===== config.mk =====
export PLATFORM = sky130hd
export DESIGN_NAME = truth_table_sweeper_flat
export DESIGN_NICKNAME = d
export VERILOG_FILES = /design/src/rtl/truth_table_sweeper_if.sv /design/src/rtl/truth_table_sweeper.sv /design/src/flat_wrapper.sv
export SDC_FILE = /design/constraint.sdc
export NUM_CORES = 1
export LEC_CHECK = 0
export ABC_AREA = 1
export CAP_MARGIN = 20
export CORE_UTILIZATION = 31
export DETAILED_ROUTE_END_ITERATION = 7
export PLACE_DENSITY = 0.51
export SETUP_SLACK_MARGIN = 0.1
export SLEW_MARGIN = 20
export SYNTH_ARGS = -nofsm -noshare
export SYNTH_HDL_FRONTEND = slang
export SYNTH_SLANG_ARGS = --single-unit

===== constraint.sdc =====
create_clock -name clk -period 2.4 [get_ports clk]
set_clock_uncertainty 0.15 [all_clocks]
set_input_delay 0.72 -clock clk [delete_from_list [all_inputs] [get_ports clk]]
set_output_delay 0.72 -clock clk [all_outputs]
set_load 0.02 [all_outputs]

===== src/rtl/truth_table_sweeper_if.sv =====
// Bundle between the test controller / gate under test and the truth-table sweeper.
// The slave modport is the sweeper's view; the master modport is the controller and gate side.
interface truth_table_sweeper_if #(
  parameter int unsigned N_INPUTS = 4
);
  localparam int unsigned TblW = 1 << N_INPUTS;

  logic                start;
  logic                abort;
  logic [TblW-1:0]     expected;
  logic                dut_y;
  logic [N_INPUTS-1:0] dut_in;
  logic                busy;
  logic                done;
  logic                result_valid;
  logic [TblW-1:0]     table_out;
  logic [N_INPUTS:0]   mismatch_count;
  logic                pass;

  modport master (
    output start, abort, expected, dut_y,
    input  dut_in, busy, done, result_valid, table_out, mismatch_count, pass
  );

  modport slave (
    input  start, abort, expected, dut_y,
    output dut_in, busy, done, result_valid, table_out, mismatch_count, pass
  );
endinterface


===== src/rtl/truth_table_sweeper.sv =====
// Walks an N-input gate through every input vector in ascending order, captures its truth
// table and scores it against a table latched at start.
module truth_table_sweeper #(
  parameter int unsigned N_INPUTS      = 4,
  parameter int unsigned SETTLE_CYCLES = 1
) (
  input logic                  clk,
  input logic                  rst_n,
  truth_table_sweeper_if.slave bus
);
  localparam int unsigned TblW = 1 << N_INPUTS;
  localparam int unsigned CntW = (SETTLE_CYCLES > 1) ? $clog2(SETTLE_CYCLES) : 1;
  localparam logic [CntW-1:0] CntReload = CntW'(SETTLE_CYCLES - 1);

  typedef enum logic [1:0] {StIdle, StDrive, StSample, StFinish} state_e;

  state_e              r_state;
  state_e              w_state_next;
  logic [TblW-1:0]     r_expected;
  logic [TblW-1:0]     r_table;
  logic [N_INPUTS-1:0] r_index;
  logic [CntW-1:0]     r_cnt;
  logic [N_INPUTS:0]   r_mism;
  logic                r_rv;
  logic                w_last;
  logic                w_miss;

  assign w_last = (r_index == {N_INPUTS{1'b1}});
  assign w_miss = (bus.dut_y != r_expected[r_index]);

  always_ff @(posedge clk or negedge rst_n) begin
    if (!rst_n) begin
      r_state <= StIdle;
    end else begin
      r_state <= w_state_next;
    end
  end

  always_comb begin
    w_state_next = r_state;
    case (r_state)
      StIdle:   if (bus.start) w_state_next = StDrive;
      StDrive: begin
        if (bus.abort)          w_state_next = StIdle;
        else if (r_cnt == '0)   w_state_next = StSample;
      end
      StSample: begin
        if (bus.abort)          w_state_next = StIdle;
        else if (w_last)        w_state_next = StFinish;
        else                    w_state_next = StDrive;
      end
      StFinish: w_state_next = StIdle;
      default:  w_state_next = StIdle;
    endcase
  end

  always_comb begin
    bus.busy = (r_state == StDrive) || (r_state == StSample);
    bus.done = (r_state == StFinish);
  end

  // The index doubles as the registered gate vector; it is parked at 0 whenever not sweeping.
  always_ff @(posedge clk or negedge rst_n) begin
    if (!rst_n) begin
      r_expected <= '0;
      r_table    <= '0;
      r_index    <= '0;
      r_cnt      <= '0;
      r_mism     <= '0;
      r_rv       <= 1'b0;
    end else begin
      case (r_state)
        StIdle: begin
          if (bus.start) begin
            r_expected <= bus.expected;
            r_table    <= '0;
            r_index    <= '0;
            r_cnt      <= CntReload;
            r_mism     <= '0;
            r_rv       <= 1'b0;
          end
        end
        StDrive: begin
          if (bus.abort) begin
            r_index <= '0;
          end else if (r_cnt != '0) begin
            r_cnt <= r_cnt - CntW'(1);
          end
        end
        StSample: begin
          if (bus.abort) begin
            r_index <= '0;
          end else begin
            r_table[r_index] <= bus.dut_y;
            if (w_miss) r_mism <= r_mism + (N_INPUTS + 1)'(1);
            if (w_last) begin
              r_rv <= 1'b1;
            end else begin
              r_index <= r_index + N_INPUTS'(1);
              r_cnt   <= CntReload;
            end
          end
        end
        StFinish: r_index <= '0;
        default:  r_index <= '0;
      endcase
    end
  end

  assign bus.dut_in         = r_index;
  assign bus.table_out      = r_table;
  assign bus.mismatch_count = r_mism;
  assign bus.result_valid   = r_rv;
  assign bus.pass           = r_rv && (r_mism == '0);
endmodule

===== src/flat_wrapper.sv =====
// flat-port wrapper written by rule: the top's interface ports become plain ports
module truth_table_sweeper_flat 
#(
  parameter int unsigned N_INPUTS      = 4,
  parameter int unsigned SETTLE_CYCLES = 1
)
  (clk, rst_n, bus_start, bus_abort, bus_expected, bus_dut_y, bus_dut_in, bus_busy, bus_done, bus_result_valid, bus_table_out, bus_mismatch_count, bus_pass);
  truth_table_sweeper_if #(.N_INPUTS(N_INPUTS)) bus_i ();
  input logic clk;
  input logic rst_n;
  input wire logic [$bits(bus_i.start)-1:0] bus_start;
  input wire logic [$bits(bus_i.abort)-1:0] bus_abort;
  input wire logic [$bits(bus_i.expected)-1:0] bus_expected;
  input wire logic [$bits(bus_i.dut_y)-1:0] bus_dut_y;
  output wire logic [$bits(bus_i.dut_in)-1:0] bus_dut_in;
  output wire logic [$bits(bus_i.busy)-1:0] bus_busy;
  output wire logic [$bits(bus_i.done)-1:0] bus_done;
  output wire logic [$bits(bus_i.result_valid)-1:0] bus_result_valid;
  output wire logic [$bits(bus_i.table_out)-1:0] bus_table_out;
  output wire logic [$bits(bus_i.mismatch_count)-1:0] bus_mismatch_count;
  output wire logic [$bits(bus_i.pass)-1:0] bus_pass;
  assign bus_i.start = bus_start;
  assign bus_i.abort = bus_abort;
  assign bus_i.expected = bus_expected;
  assign bus_i.dut_y = bus_dut_y;
  assign bus_dut_in = bus_i.dut_in;
  assign bus_busy = bus_i.busy;
  assign bus_done = bus_i.done;
  assign bus_result_valid = bus_i.result_valid;
  assign bus_table_out = bus_i.table_out;
  assign bus_mismatch_count = bus_i.mismatch_count;
  assign bus_pass = bus_i.pass;
  truth_table_sweeper #(.N_INPUTS(N_INPUTS), .SETTLE_CYCLES(SETTLE_CYCLES)) u_core (.clk(clk), .rst_n(rst_n), .bus(bus_i));
endmodule

# Yosys cells after proc, flatten, opt, wreduce, memory -nomap -nowiden
# Index checks and enable logic that the tools add are counted.
word_totals:
  latch_bits: 0
  rom_bits: 0
  inputBits: 21
  out_inout_bits: 29
  ff_bits: 45
  memories: 0
  ramBits: 0
classes:
  reduce_logical: 14
  bitwise: 0
  magnitude_cmp: 2
  div_mod_pow: 0
  muxes: 32
  shift: 0
  n_addsub: 3
  eq_ne: 14
  multipliers: 0
op_table:
  columns: ["operator", "n"]
  rows:
  - ["$mux 16", 2]
  - ["$pmux 16 s2", 1]
  - ["$bwmux 16", 1]
  - ["$mux 4", 4]
  - ["$pmux 4 s4", 1]
  - ["$mux 5", 3]
  - ["$mux 2", 5]
  - ["$ne 2x2->1 const B", 5]
  - ["$pmux 5 s2", 1]
  - ["$mux 1", 9]
  - ["$pmux 2 s4", 1]
  - ["$reduce_and 4->1", 2]
  - ["$ne 3x3->1 const B", 2]
  - ["$reduce_and 3->1", 2]
  - ["$add 5x1->5 const B", 1]
  - ["$logic_not 5->1", 1]
  - ["$lt 4x5->1 const B", 1]
  - ["$reduce_and 5->1", 1]
  - ["$add 4x1->4 const B", 1]
  - ["$bmux 1 s4", 1]
  - ["$demux 1 s4", 1]
  - ["$eq 2x2->1 const B", 2]
  - ["$eq 4x4->1 const B", 1]
  - ["$ge 4x1->1 const B", 1]
  - ["12 further kinds", 15]

# Logic depth before layout (Yosys ltp)
depth:
  word_depth: 7
  ltp_mapped: 13
  ltp_nobuf: 12

# Worst setup path after synthesis
# Ideal clock, no wire load.
synth_timing:
  path_type: "register to output"
  startpoint: "register u_core.r_mism[0] (netlist: u_core.bus.mismatch_count[0])"
  endpoint: "output bus_pass"
  arrival_time_ps: 1196
  n_path_buf: 0
  required_ps: 1530
  path_slack_ps: 334
  path_stages_with_launch: 5
  path_cell_list: "dfrtp_1 -> inv_1 -> ha_1 -> nand2_1 -> nor3_1"
synth_between:
  elab_chain_cells: 2
synth_lines:
  columns: ["item", "line_no", "source"]
  rows:
  - ["start: declaration", "truth_table_sweeper.sv:23", "logic [N_INPUTS:0] r_mism;"]
  - ["start signal: assignment", "truth_table_sweeper.sv:95", "if (w_miss) r_mism <= r_mism + (N_INPUTS + 1)'(1);"]
  - ["$logic_not 5->1", "truth_table_sweeper.sv:114", "assign bus.pass = r_rv && (r_mism == '0);"]
  - ["$logic_and 1x1->1", "truth_table_sweeper.sv:114", null]
  - ["end: declaration", "flat_wrapper.sv:21", "output wire logic [$bits(bus_i.pass)-1:0] bus_pass;"]
# No other way between the ends.

# Worst setup path after layout
layout_timing:
  startpoint: "register u_core.r_mism[3] (netlist: u_core.bus.mismatch_count[3])"
  endpoint: "output bus_mismatch_count[3]"
layout_lines:
  columns: ["item", "line_no", "source"]
  rows:
  - ["end: declaration", "flat_wrapper.sv:20", "output wire logic [$bits(bus_i.mismatch_count)-1:0] bus_mismatch_count;"]
# No word-level cell between the ends.

==> flow_metrics.env <==
export IMPL_drive_above_1_share=0.124
export IMPL_arrival_ns=1.38
export IMPL_gp_congestion=0.805
export IMPL_first_pass_iters=4
export IMPL_crit_buf_inv=2
export IMPL_worstSetupPathType="reg2out"
export IMPL_syn_nets=324
export IMPL_fin_crit_ns=2.25
export IMPL_maxCapViolCount=0
export IMPL_status="completed"
export IMPL_ys_warnings_count=0
export IMPL_hold_viol_final=0
export IMPL_synth_most_common_cell="nand2_1"
export IMPL_netlist_top_cells_area="dfrtp_1 47%, nand2_1 9.5%, inv_1 6.9%"
export IMPL_dieHeight_um=88.7
export IMPL_critical_path_max_stage_delay_ns=0.59
export IMPL_drc_errors=0
export IMPL_netlist_area_leader_share=0.472
export IMPL_async_flop_share=1.00
export IMPL_viasPerCell=4.41
export IMPL_syn_avg_cell_area_sq_um=7.98
export IMPL_p_total_w=0.00278
export IMPL_ir_worst_vdd_mv=0.337
export IMPL_synthTopCellsByCount="59 x nand2_1, 44 x dfrtp_1, 43 x inv_1"
export IMPL_cp_top_family="buffers and inverters"
export IMPL_drtIter0Drc=75
export IMPL_whs_ns=0.247
export IMPL_multiInputGateArea_sq_um=992
export IMPL_vias=2002
export IMPL_slew_violations=0
export IMPL_fillers=756
export IMPL_cts_path_max_buffers=2
export IMPL_yosysTopAreaCell="dfrtp_1"
export IMPL_io_pins=50
export IMPL_ys_flop_type="dfrtp_1"
export IMPL_fin_crit_sh=0.936
export IMPL_rsz0062_at_grt="no"
export IMPL_grt_overflow_total=0
export IMPL_ys_seq_area_frac=0.472
export IMPL_slowest_stage="clkdlybuf4s50_1"
export IMPL_grt_pass1_vias=1822
export IMPL_setup_viol=0
export IMPL_cp_required_ns=1.53
export IMPL_port_buffers=49
export IMPL_fin_setup_tns_ns=0
export IMPL_hp_class="in2async"
export IMPL_synth_edf_count=0
export IMPL_floorplan_initialDensity=0.321
export IMPL_die_area_sq_um=7870
export IMPL_grt_max_degree=33
export IMPL_grt_pass1_wl_um=8880
export IMPL_cts_tree="yes"
export IMPL_h_tree_depth=2
export IMPL_synth_cell_area_sq_um=2330
export IMPL_antenna_cells=0
export IMPL_wl_per_cell_um=12.1
export IMPL_clkTransAtPathRegs_ns=0.08
export IMPL_fmax_mhz=445
export IMPL_synth_seq_cells=44
export IMPL_clockRootBuffer="clkbuf_8"
export IMPL_die_w_um=88.7
export IMPL_grt_usage=0.150
export IMPL_clkLatencyLatePin_ns=0.30
export IMPL_worst_setup_path_end_kind="primary output"
export IMPL_synth_cells=292
export IMPL_nets=386
export IMPL_cp_max_fo=4
export IMPL_clkSinkCount=44
export IMPL_rows=31
export IMPL_p_leak_nw=1.56
export IMPL_numCtsBuffers=5
export IMPL_relSlewSlack=0.634
export IMPL_power_density_nw_per_um2=885
export IMPL_synth_cell_types=28
export IMPL_drt_wl_total_um=5490
export IMPL_worst_setup_path_start_kind="flip-flop"
export IMPL_syn_to_final_growth_pct=34.6
export IMPL_antenna_left=0
export IMPL_hpwlAfterDp_um=3900
export IMPL_core_area_sq_um=7250
export IMPL_seq_area_sq_um=1100
export IMPL_crit_chain="buf_4 > clkdlybuf4s50_1"
export IMPL_antenna_found_initial=0
export IMPL_worst_pin_slew_ns=0.550
[layer usage]
layer  vias up  GRT usage  wire [um]
met5         -          0          0
li1       1053          -          -
met2        37      0.233       2410
met4         0     0.0528         72
met1       905      0.209       2830
met3         7     0.0289        186
[power by group]
group / total, W / internal (W) / switching (W)
Combinational: 0.00126 / 0.000500 / 0.000755
Sequential: 0.000958 / 0.000900 / 0.0000577
Clock: 0.000564 / 0.000309 / 0.000254
[final timing paths]
path	from	end	slack, ns	cells after the start
worst max-delay path	u_core.bus.mismatch_count[3]	bus_mismatch_count[3]	0.15	2
worst min-delay path	rst_n	u_core.bus.mismatch_count[4]	0.25	1
worst max register to register	u_core.r_state[0]	u_core.bus.table_out[14]	0.50	8
worst min register to register	u_core.r_expected[12]	u_core.r_expected[12]	0.37	2
max in group asynchronous	rst_n	u_core.r_expected[8]	1.32	2
min in group clk	u_core.r_expected[12]	u_core.r_expected[12]	0.37	2
[placed cells by master, fill, tap and decap left out, types with 3 or more instances in the layout]
| cell type | netlist | layout |
|---|---|---|
| nand2_1 | 59 | 59 |
| a21oi_1 | 32 | 32 |
| inv_1 | 43 | 41 |
| dfrtp_1 | 44 | 43 |
| inv_2 | 6 | 8 |
| nor2_1 | 29 | 29 |
| o21ai_0 | 6 | 6 |
| nand2_2 | 4 | 4 |
| buf_4 | 3 | 13 |
| o22ai_1 | 16 | 16 |
| clkdlybuf4s50_1 | 0 | 39 |
| dlygate4sd2_1 | 0 | 3 |
| ha_1 | 11 | 11 |
| clkbuf_8 | 0 | 5 |
| dlymetal6s2s_1 | 0 | 5 |
| nand3_1 | 19 | 19 |
[metrics by stage]
stage	area, sq um	worst slack [ns]	cells	utilization
after global placement	3010	0.0990	444	0.415
after global routing	3140	0.102	454	0.432
after CTS	3110	0.103	452	0.429
after floorplan	2330	0.334	292	-
after detailed placement	3010	0.0626	444	0.415
final	3140	0.153	454	0.432
[cell families (layout without fill, tap and decap cells)]
family | Yosys count | in the layout | share of synthesized area
compound gates | 58 | 58 | 0.140
xor+xnor | 3 | 3 | 0.0113
fa+ha+maj | 11 | 11 | 0.0590
flops | 44 | 44 | 0.472
simple gates | 118 | 118 | 0.215
buf+inv | 58 | 121 | 0.102
[sequential cells by signal (all words and copies together), names as in the netlist]
register and cells:
u_core.bus.table_out 16, u_core.r_state 2, u_core.r_expected 16, u_core.bus.mismatch_count 5, u_core.bus.dut_in 4, u_core.bus.result_valid 1
[worst reg2reg max path, cell delays in order, from the launching register on]
cell and delay, ns:
dfrtp_1 0.39, inv_2 0.07, ha_1 0.22, buf_4 0.21
o21ai_0 0.24, nand2_2 0.12, buf_12 0.16, a21oi_1 0.13
o22ai_1 0.09
[what timing repair did]
| item | CTS | global route |
|---|---|---|
| endpoints found under the setup margin | 5 | 7 |
| hold buffers | 0 | 0 |
| resized for setup | 5 | 10 |
| pin swaps | 0 | 0 |
| buffers inserted | 0 | 2 |
[final cells by class]
class / instances / area share
clock buffers: 6 / 0.0231
clock inverters: 2 / 0.0112
inverters: 49 / 0.0586
multi-input cells: 190 / 0.316
flip-flops and latches: 44 / 0.351
well taps: 99 / 0.0395
repair buffers: 64 / 0.200
Power figures use the tool's default switching activity.
